==> config.mk <==
export PLATFORM = sky130hd
export DESIGN_NAME = inst_fetch_axi
export DESIGN_NICKNAME = d
export VERILOG_FILES = /design/src/rtl/inst_fetch_axi.sv
export SDC_FILE = /design/constraint.sdc
export NUM_CORES = 1
export LEC_CHECK = 0
export BUFFER_PORTS_ARGS = -buffer_cell sky130_fd_sc_hd__buf_2
export CAP_MARGIN = 20
export CORE_MARGIN = 3
export CORE_UTILIZATION = 35
export CTS_BUF_LIST = sky130_fd_sc_hd__clkbuf_16
export CTS_CLUSTER_DIAMETER = 120
export DETAILED_ROUTE_END_ITERATION = 10
export GPL_TIMING_DRIVEN = 0
export SETUP_SLACK_MARGIN = 0.2
export SLEW_MARGIN = 10
export SYNTH_ARGS = -nofsm -noshare
export SYNTH_HDL_FRONTEND = slang
export SYNTH_SLANG_ARGS = --single-unit
==> constraint.sdc <==
create_clock -name clk -period 4.9 [get_ports clk]
set_input_delay 0.98 -clock clk [delete_from_list [all_inputs] [get_ports clk]]
set_output_delay 0.98 -clock clk [all_outputs]
set_load 0.01 [all_outputs]
==> src/rtl/inst_fetch_axi.sv <==
// Instruction fetch: holds the PC and reads one 32-bit word per instruction over an AXI4-Lite read port.
// Latency: zero-wait slave gives AR on E1, R and presentation on E2, then one instruction every 2 cycles.
// Backpressure: stall_i freezes decode-side outputs; R data taken while stalled is parked in a one-word buffer.
module inst_fetch_axi #(
    parameter logic [31:0] RESET_PC = 32'h0000_0000
) (
    input  logic        clk,
    input  logic        rst,
    input  logic        stall_i,
    output logic [31:0] inst_addr_o,
    output logic [31:0] inst_data_o,
    output logic        inst_valid_o,
    output logic        fetch_err_o,
    output logic [31:0] m_araddr,
    output logic [2:0]  m_arprot,
    output logic        m_arvalid,
    input  logic        m_arready,
    input  logic [31:0] m_rdata,
    input  logic [1:0]  m_rresp,
    input  logic        m_rvalid,
    output logic        m_rready
);

    localparam logic [1:0] IDLE = 2'd0;
    localparam logic [1:0] ADDR = 2'd1;
    localparam logic [1:0] DATA = 2'd2;
    localparam logic [1:0] HOLD = 2'd3;

    logic [1:0]  state;
    logic [31:0] pc;
    logic [31:0] hold_data;
    logic        hold_err;

    logic        rd_hs;
    logic        rd_err;
    logic [31:0] rd_word;
    logic        pres_fire;
    logic [31:0] pres_word;
    logic        pres_err;

    // Instruction side of the bus is always tagged as an instruction access.
    assign m_arprot = 3'b100;

    // Decode the R beat and pick what gets presented: the live beat in DATA or the parked word in HOLD.
    always_comb begin
        rd_hs     = m_rvalid & m_rready;
        rd_err    = (m_rresp != 2'b00);
        rd_word   = rd_err ? 32'h0 : m_rdata;
        pres_fire = !stall_i && (((state == DATA) && rd_hs) || (state == HOLD));
        pres_word = (state == HOLD) ? hold_data : rd_word;
        pres_err  = (state == HOLD) ? hold_err  : rd_err;
    end

    // Fetch FSM, PC, stall buffer and the registered decode/AXI outputs.
    always_ff @(posedge clk or negedge rst) begin
        if (!rst) begin
            state        <= IDLE;
            pc           <= RESET_PC;
            hold_data    <= 32'h0;
            hold_err     <= 1'b0;
            m_arvalid    <= 1'b0;
            m_araddr     <= 32'h0;
            m_rready     <= 1'b0;
            inst_addr_o  <= 32'h0;
            inst_data_o  <= 32'h0;
            inst_valid_o <= 1'b0;
            fetch_err_o  <= 1'b0;
        end else begin
            // Unstalled edges default to a bubble; a presentation below overrides it.
            if (!stall_i) begin
                inst_valid_o <= 1'b0;
                inst_data_o  <= 32'h0;
                fetch_err_o  <= 1'b0;
            end
            if (pres_fire) begin
                // Present the word at pc and issue the next AR on the same edge.
                inst_addr_o  <= pc;
                inst_data_o  <= pres_word;
                inst_valid_o <= 1'b1;
                fetch_err_o  <= pres_err;
                pc           <= pc + 32'd4;
                m_arvalid    <= 1'b1;
                m_araddr     <= pc + 32'd4;
                m_rready     <= 1'b0;
                state        <= ADDR;
            end else begin
                case (state)
                    IDLE: begin
                        m_arvalid <= 1'b1;
                        m_araddr  <= pc;
                        state     <= ADDR;
                    end
                    ADDR: begin
                        if (m_arvalid && m_arready) begin
                            m_arvalid <= 1'b0;
                            m_rready  <= 1'b1;
                            state     <= DATA;
                        end
                    end
                    DATA: begin
                        // Reaching here with a beat means decode is stalled: park it.
                        if (rd_hs) begin
                            m_rready  <= 1'b0;
                            hold_data <= rd_word;
                            hold_err  <= rd_err;
                            state     <= HOLD;
                        end
                    end
                    default: begin
                        // HOLD while stalled: nothing moves until stall_i drops.
                        state <= HOLD;
                    end
                endcase
            end
        end
    end

endmodule

==> results of run 1 <==
==> worst paths after layout <==
check,startpoint,end,slack [ps],cells past startpoint
max in group asynchronous,rst,inst_data_o[30],3550,2
min,inst_addr_o[27],inst_addr_o[27],470,2
max reg2reg,state[0],inst_addr_o[10],2260,6
min reg2reg,inst_addr_o[27],inst_addr_o[27],470,2
min in group asynchronous,rst,pc[26],480,1
max,m_rvalid,inst_addr_o[10],2050,7
==> per-layer routing <==
layer | share of wire, % | wire length (µm)
met1 | 48 | 8300
met2 | 47 | 8190
met3 | 4.3 | 747
met4 | 1.3 | 219
met5 | 0 | 0
==> state kept, by name, summed over array words and instances, names as in the netlist <==
signal / count
inst_valid_o: 1
hold_data: 32
hold_err: 1
state: 2
inst_addr_o: 30
inst_data_o: 32
m_rready: 1
fetch_err_o: 1
pc: 30
m_arvalid: 1
m_araddr: 30
==> critical path, cell delays in order <==
cell and delay (ps):
buf_2 130, a21oi_2 360, or3b_2 190, clkbuf_1 360, clkbuf_1 470, clkbuf_1 490
o21ai_0 140
==> power groups by stage <==
stage	Combinational, mW	Clock (mW)	Sequential [mW]
after floorplan	0.498	0	1.72
after global placement	0.892	0	1.70
after detailed placement	0.906	0	1.70
after CTS	0.909	1.34	1.68
after global routing	1.00	1.39	1.70
final	0.891	1.31	1.68
==> cell families (layout without fill, tap and decap cells) <==
family	count (synthesis)	after routing	synth area share (%)
and+or+nand+nor	298	298	19.4
DFF	161	161	59.6
AOI/OAI and AO/OA	111	111	8.46
buffers and inverters	49	216	3.48
muxes	30	30	5.00
xor gates and xnor gates	29	29	3.76
other	2	7	0.111
adders and majority gates	1	1	0.185
==> layout make-up <==
type / count / share of cell area [%]
Sequential cell: 161 / 48.0
Clock buffer: 17 / 5.07
Tap cell: 260 / 3.88
Inverter: 3 / 0.134
Buffer: 46 / 2.67
Multi-Input combinational cell: 476 / 30.0
Timing Repair Buffer: 135 / 8.44
Clock inverter: 15 / 1.80
==> per-stage QoR <==
stage | instance area [µm²] | total power, mW | cells | setup WS [ps]
2_1_floorplan | 6780 | 2.22 | 686 | 2340
3_3_place_gp | 7770 | 2.59 | 1080 | 263
3_5_place_dp | 7810 | 2.61 | 1081 | 1580
4_1_cts | 8390 | 3.93 | 1113 | 2020
5_1_grt | 8390 | 4.10 | 1113 | 1850
6_report | 8390 | 3.87 | 1113 | 2050
==> cells in the final DEF (no fill, tap or decap), types with 2 or more instances in the layout <==
cell / instances
xnor2_1: 7
buf_4: 11
nor3_1: 11
nand3_1: 5
nand2_1: 204
clkinvlp_4: 2
mux2_2: 28
inv_6: 2
clkbuf_16: 17
or3_1: 3
and3_1: 2
a21oi_1: 33
conb_1: 7
xor2_1: 22
a21o_1: 2
and4_1: 2
clkinv_4: 4
inv_1: 4
nor4_1: 6
buf_2: 135
clkbuf_1: 31
nand4_1: 7
nor4_2: 2
nor2_1: 41
inv_8: 4
nor4_4: 2
o21ai_0: 71
dfrtp_1: 161
mux2_1: 2
==> impl_results.md, run 1 <==
* Status: finished clean
* Vias at about 5300
* Setup TNS Final at 0 ps
* Post-synthesis sequential area ratio at just under 60%
* Diode count at 0
* 1st-iter DRT viols at 263
* Clk Latency, worst-skew pair at around 430 ps
* Post-synth EDFFs at 0
* I/O pins at between 100 and 150
* Clk pin slew, worst setup/hold paths at 60 ps
* Power Density at about 460 nW/µm²
* Starting Density at a little over a third
* Worst Path Required at 5180 ps
* Worst relative slew slack at around three fifths
* F_max at between 300 and 400 MHz
* DR WL/cell at 15.7 µm
* P_leak at 4.30 nW
* CTS sink cnt at 161
* Layout cells sized above 1 at about a quarter
* TritonCTS clock tree: done
* Vias in the first global route at roughly 5300
* Yosys top cell by area: dfrtp_1
* Max-cap violations at 0
* Met3 GRT Util at 3.72%
* Final nets at about 900
* # hold bufs at CTS at 0
* #FFs+latches synth at 161
* 1st-pass router iterations at 4
* RSZ-0062 raised after global routing: no
* Area of the multi-input gates at between 2000 and 3000 µm²
* GR Layer Usage met2 at 26.2%
* H-tree depth at 4
* Met1 Use GR at a little under a quarter
* Initial antenna violation count at 0
* Largest net degree at the start of global routing at ~110
* Post-synth cell types at between 40 and 50
* Residual DRC at 0
* GR Overflow Total at 0
* Gpl congestion at 0.786
* Fraction of registers with async set/reset at between 90% and 100%
* Crit end category: flip-flop
* Cells after Synth at 681
* Critical Path AT at between 3000 and 4000 ps
* Cell Area, Synth at approximately 6800 µm²
* Die area at about 21000 µm²
* Worst vdd ir at roughly 0.27 mV
* Syn Area/Cell at ~9.9 µm²
* Synth warn at 0
* Logic gate share of total power at roughly 23%
* Crit path launch type: primary input
* Sw Pwr at between 1 and 1.5 mW
* First-pass GRT wire length at ~28000 µm
* Fin crit share at roughly three fifths
* Register Area at 4030 µm²
* Endpoints failing setup at 0
* Sw frac at approximately a third
* Min Clock Period, post-route at 2850 ps
* Row count at 50
* Cts bufs inserted at 17
* Clk pwr share at about a third
* Most instantiated cells after synthesis: nand2_1, dfrtp_1, o21ai_0, nor2_1, a21oi_1
* Vias per cell at roughly 4.7
* Slew @ Worst Pin at 598 ps
* Main synth FF type: dfrtp_1
* Critical Path Fanout Max at 10
* DIE WIDTH at ~140 µm
* Top-count cell post-synth: nand2_1
* WL final at roughly 17000 µm
* Port-buffer cells at 134
* Register share of total power at a little over two fifths
* Area growth from synthesis to layout at 24.1%
* Post-CTS sizing at 0
* Clock Path Buffers at 2
* Core Box Area at around 19000 µm²
* ANT nets after route at 0
* Setup Fix Bufs, Post-CTS at 0
* Fillcell total at approximately 1900
* GRT Max-Usage Layer: met2
* Internal at roughly 2.6 mW
* Fin Clk Skew at between 15 and 20 ps
* Worst min path class: reg2reg
* Tot GR Track Use at between 10% and 20%
* Final hold violation count at 0
* Clock Tree Root: clkbuf_16
* Critical path class: in2reg
* Final Util at 44.5%
* Die height at 145 µm
* Worst hold slack at ~470 ps
* Share of the synthesized area in the top cell type at slightly below 60%
* Synth top area cells: dfrtp_1, nand2_1, o21ai_0, mux2_2, xor2_1
* Slew Limit Fails at 0
* Post-DP HPWL at between 10000 and 15000 µm
Power figures use the tool's default switching activity.
==> inputs of run 2 (changes only) <==
Clock period 4.9 ns to 2.97 ns, I/O delays scaled along.
==> run 2 against run 1 <==
Effect of this change: design area about the same; sequential power up 65%; non-clock buffer count unchanged; combinational power up 65%; clock skew about the same; first-iteration DRC count up 4.9%.
==> impl_results.md, run 2 (same netlist as run 1, synthesis figures left out) <==
* Post-DP HPWL at 12400 µm (unchanged)
* TritonCTS clock tree: done (unchanged)
* Final hold violation count at 0 (unchanged)
* Vias in the first global route at 5305 (unchanged)
* Final Util at 44.6% (was 44.5%)
* GR Overflow Total at 0 (unchanged)
* Critical path class: reg2reg (was in2reg)
* Pre-CTS setup slack at 39.3 ps (was 1580 ps)
* Area growth from synthesis to layout at 24.1% (about the same)
* Port-buffer cells at 134 (unchanged)
* Gpl congestion at 0.786 (unchanged)
* Initial antenna violation count at 0 (unchanged)
* H-tree depth at 4 (unchanged)
* Endpoints failing setup at 0 (unchanged)
* Slew @ Worst Pin at 575 ps (was 598 ps)
* Final nets at 880 (unchanged)
* Dpl cell area at 7810 µm² (unchanged)
* Reg-to-Reg Start: state[0] (unchanged)
* CP max stage delay at 470 ps (was 490 ps)
* Largest registers: hold_data x32, inst_data_o x32 (unchanged)
* Die area at 21000 µm² (unchanged)
* Clock Path Buffers at 2 (unchanged)
* Core Box Area at 18800 µm² (unchanged)
* Fin Clk Skew at 16.3 ps (was 16.1 ps)
* Crit end category: flip-flop (unchanged)
* Most frequent cells in the layout: nand2_1, dfrtp_1, buf_2 (unchanged)
* Tot Pwr at 6.39 mW (was 3.87 mW)
* DR WL/cell at 15.7 µm (about the same)
* Power Density at 762 nW/µm² (was 462 nW/µm²)
* Vias at 5270 (was 5272)
* Starting Density at 35.9% (unchanged)
* Critical Path Fanout Max at 10 (unchanged)
* CP max-delay cell: dfrtp_1 (was clkbuf_1)
* First-pass GRT wire length at 28300 µm (unchanged)
* Clk Latency, worst-skew pair at 430 ps (about the same)
* Final instance area at 8390 µm² (about the same)
* Delay-heaviest family, CP: buffers and inverters (unchanged)
* Worst vdd ir at 0.449 mV (was 0.267 mV)
* Clk pin slew, worst setup/hold paths at 70 ps (was 60 ps)
* Clk pwr share at 33.7% (about the same)
* Register share of total power at 43.3% (about the same)
* ANT nets after route at 0 (unchanged)
* Min Clock Period, post-route at between 2000 and 2500 ps
* Critical Path Source: state[0] (was m_rvalid)
* Critical Path AT at 2820 ps (was 3130 ps)
* Fin crit share at 83.1%
* Status: finished clean (unchanged)
* 1st-iter DRT viols at 276 (was 263)
* Residual DRC at 0 (unchanged)
* Setup WS post-layout at 503 ps (was 2050 ps)
* Row count at 50 (unchanged)
* Crit path launch type: flip-flop (was primary input)
* I/O pins at 142 (unchanged)
* Worst hold slack at 91.8 ps (was 469 ps)
* Die height at 145 µm (unchanged)
* Worst Path Required at 3320 ps (was 5180 ps)
* Internal at 4.24 mW (was 2.57 mW)
* CTS sink cnt at 161 (unchanged)
* F_max at a little over 400 MHz
* Slew Limit Fails at 0 (unchanged)
* DIE WIDTH at 145 µm (unchanged)
* Sw Pwr at 2.15 mW (was 1.30 mW)
* Diode count at 0 (unchanged)
* WL final at 17400 µm (was 17500 µm)
* P_leak at 4.30 nW (about the same)
* Logic gate share of total power at 23.0% (about the same)
* Sw frac at 33.7% (about the same)
* Max-cap violations at 0 (unchanged)
* Cts bufs inserted at 17 (unchanged)
* 1st-pass router iterations at 4 (unchanged)
* Worst min path class: in2async (was reg2reg)
* Largest net degree at the start of global routing at 107 (unchanged)
* RSZ-0062 raised after global routing: no (unchanged)
* CP most frequent cell: nand2_1 (was clkbuf_1)
* Most common cell after layout, fill and taps aside: nand2_1 (unchanged)
* Crit-path cells: a21oi_2, or3b_2, clkbuf_1, clkbuf_2, buf_1, nand2_1, nand2_1 (was buf_2, a21oi_2, or3b_2, clkbuf_1, clkbuf_1, clkbuf_1, o21ai_0)
* Vias per cell at 4.73 (was 4.74)
* Clock Tree Root: clkbuf_16 (unchanged)
* Bufs and invs on worst path at 3 (was 4)
* Setup Fix Bufs, Post-CTS at 0 (unchanged)
* Tot GR Track Use at 16.7% (unchanged)
* Worst relative slew slack at 61.7% (was 60.1%)
* Layout cells sized above 1 at 25.8% (was 25.6%)
-- run 2: area by class of cell --
cell class              instances  area [µm²]
plain buffers                  46         226
clock buffers                  17         425
clock inverters                15         151
fillers                      1866       10400
inverters                       3        11.3
multi-input cells             476        2510
flip-flops and latches        161        4030
well taps                     260         325
repair buffers                135         708
-- run 2: timing repair --
item | CTS | global route
resized for setup | 0 | 5
hold buffers | 0 | 0
endpoints found under the setup margin | 0 | 28
-- run 2: power groups by stage --
| stage | combinational, mW | clock [mW] | sequential, mW |
|---|---|---|---|
| final | 1.47 | 2.15 | 2.77 |
| after CTS | 1.50 | 2.21 | 2.77 |
| after global routing | 1.65 | 2.30 | 2.81 |
| after global placement | 1.47 | 0 | 2.80 |
| after detailed placement | 1.49 | 0 | 2.81 |
| after floorplan | 0.822 | 0 | 2.84 |
-- run 2: worst reg2reg max path, stage by stage (launching register included) --
cell	delay, ps
dfrtp_1	470
a21oi_2	370
or3b_2	190
clkbuf_1	360
clkbuf_2	350
buf_1	450
nand2_1	120
nand2_1	90
-- run 2: through the flow --
step | std cells | TNS (ps)
final | 1113 | 0
after global routing | 1113 | 0
after CTS | 1113 | 0
after detailed placement | 1081 | 0
after global placement | 1080 | -204740
after floorplan | 686 | 0
-- run 2: worst paths after layout --
path	to	slack (ps)	depth (start not counted)
min reg2reg	inst_addr_o[27]	470	2
max in group asynchronous	inst_data_o[30]	2010	2
min in group clk	hold_data[27]	440	3
min	pc[26]	90	1
max reg2reg	inst_addr_o[25]	500	7
max	inst_addr_o[25]	500	7
-- run 2: metal layers --
metal | GRT usage, % | routed length (µm)
met5 | 0 | 0
met4 | 4.51 | 219
met3 | 3.72 | 766
met2 | 26.2 | 8190
met1 | 23.5 | 8260
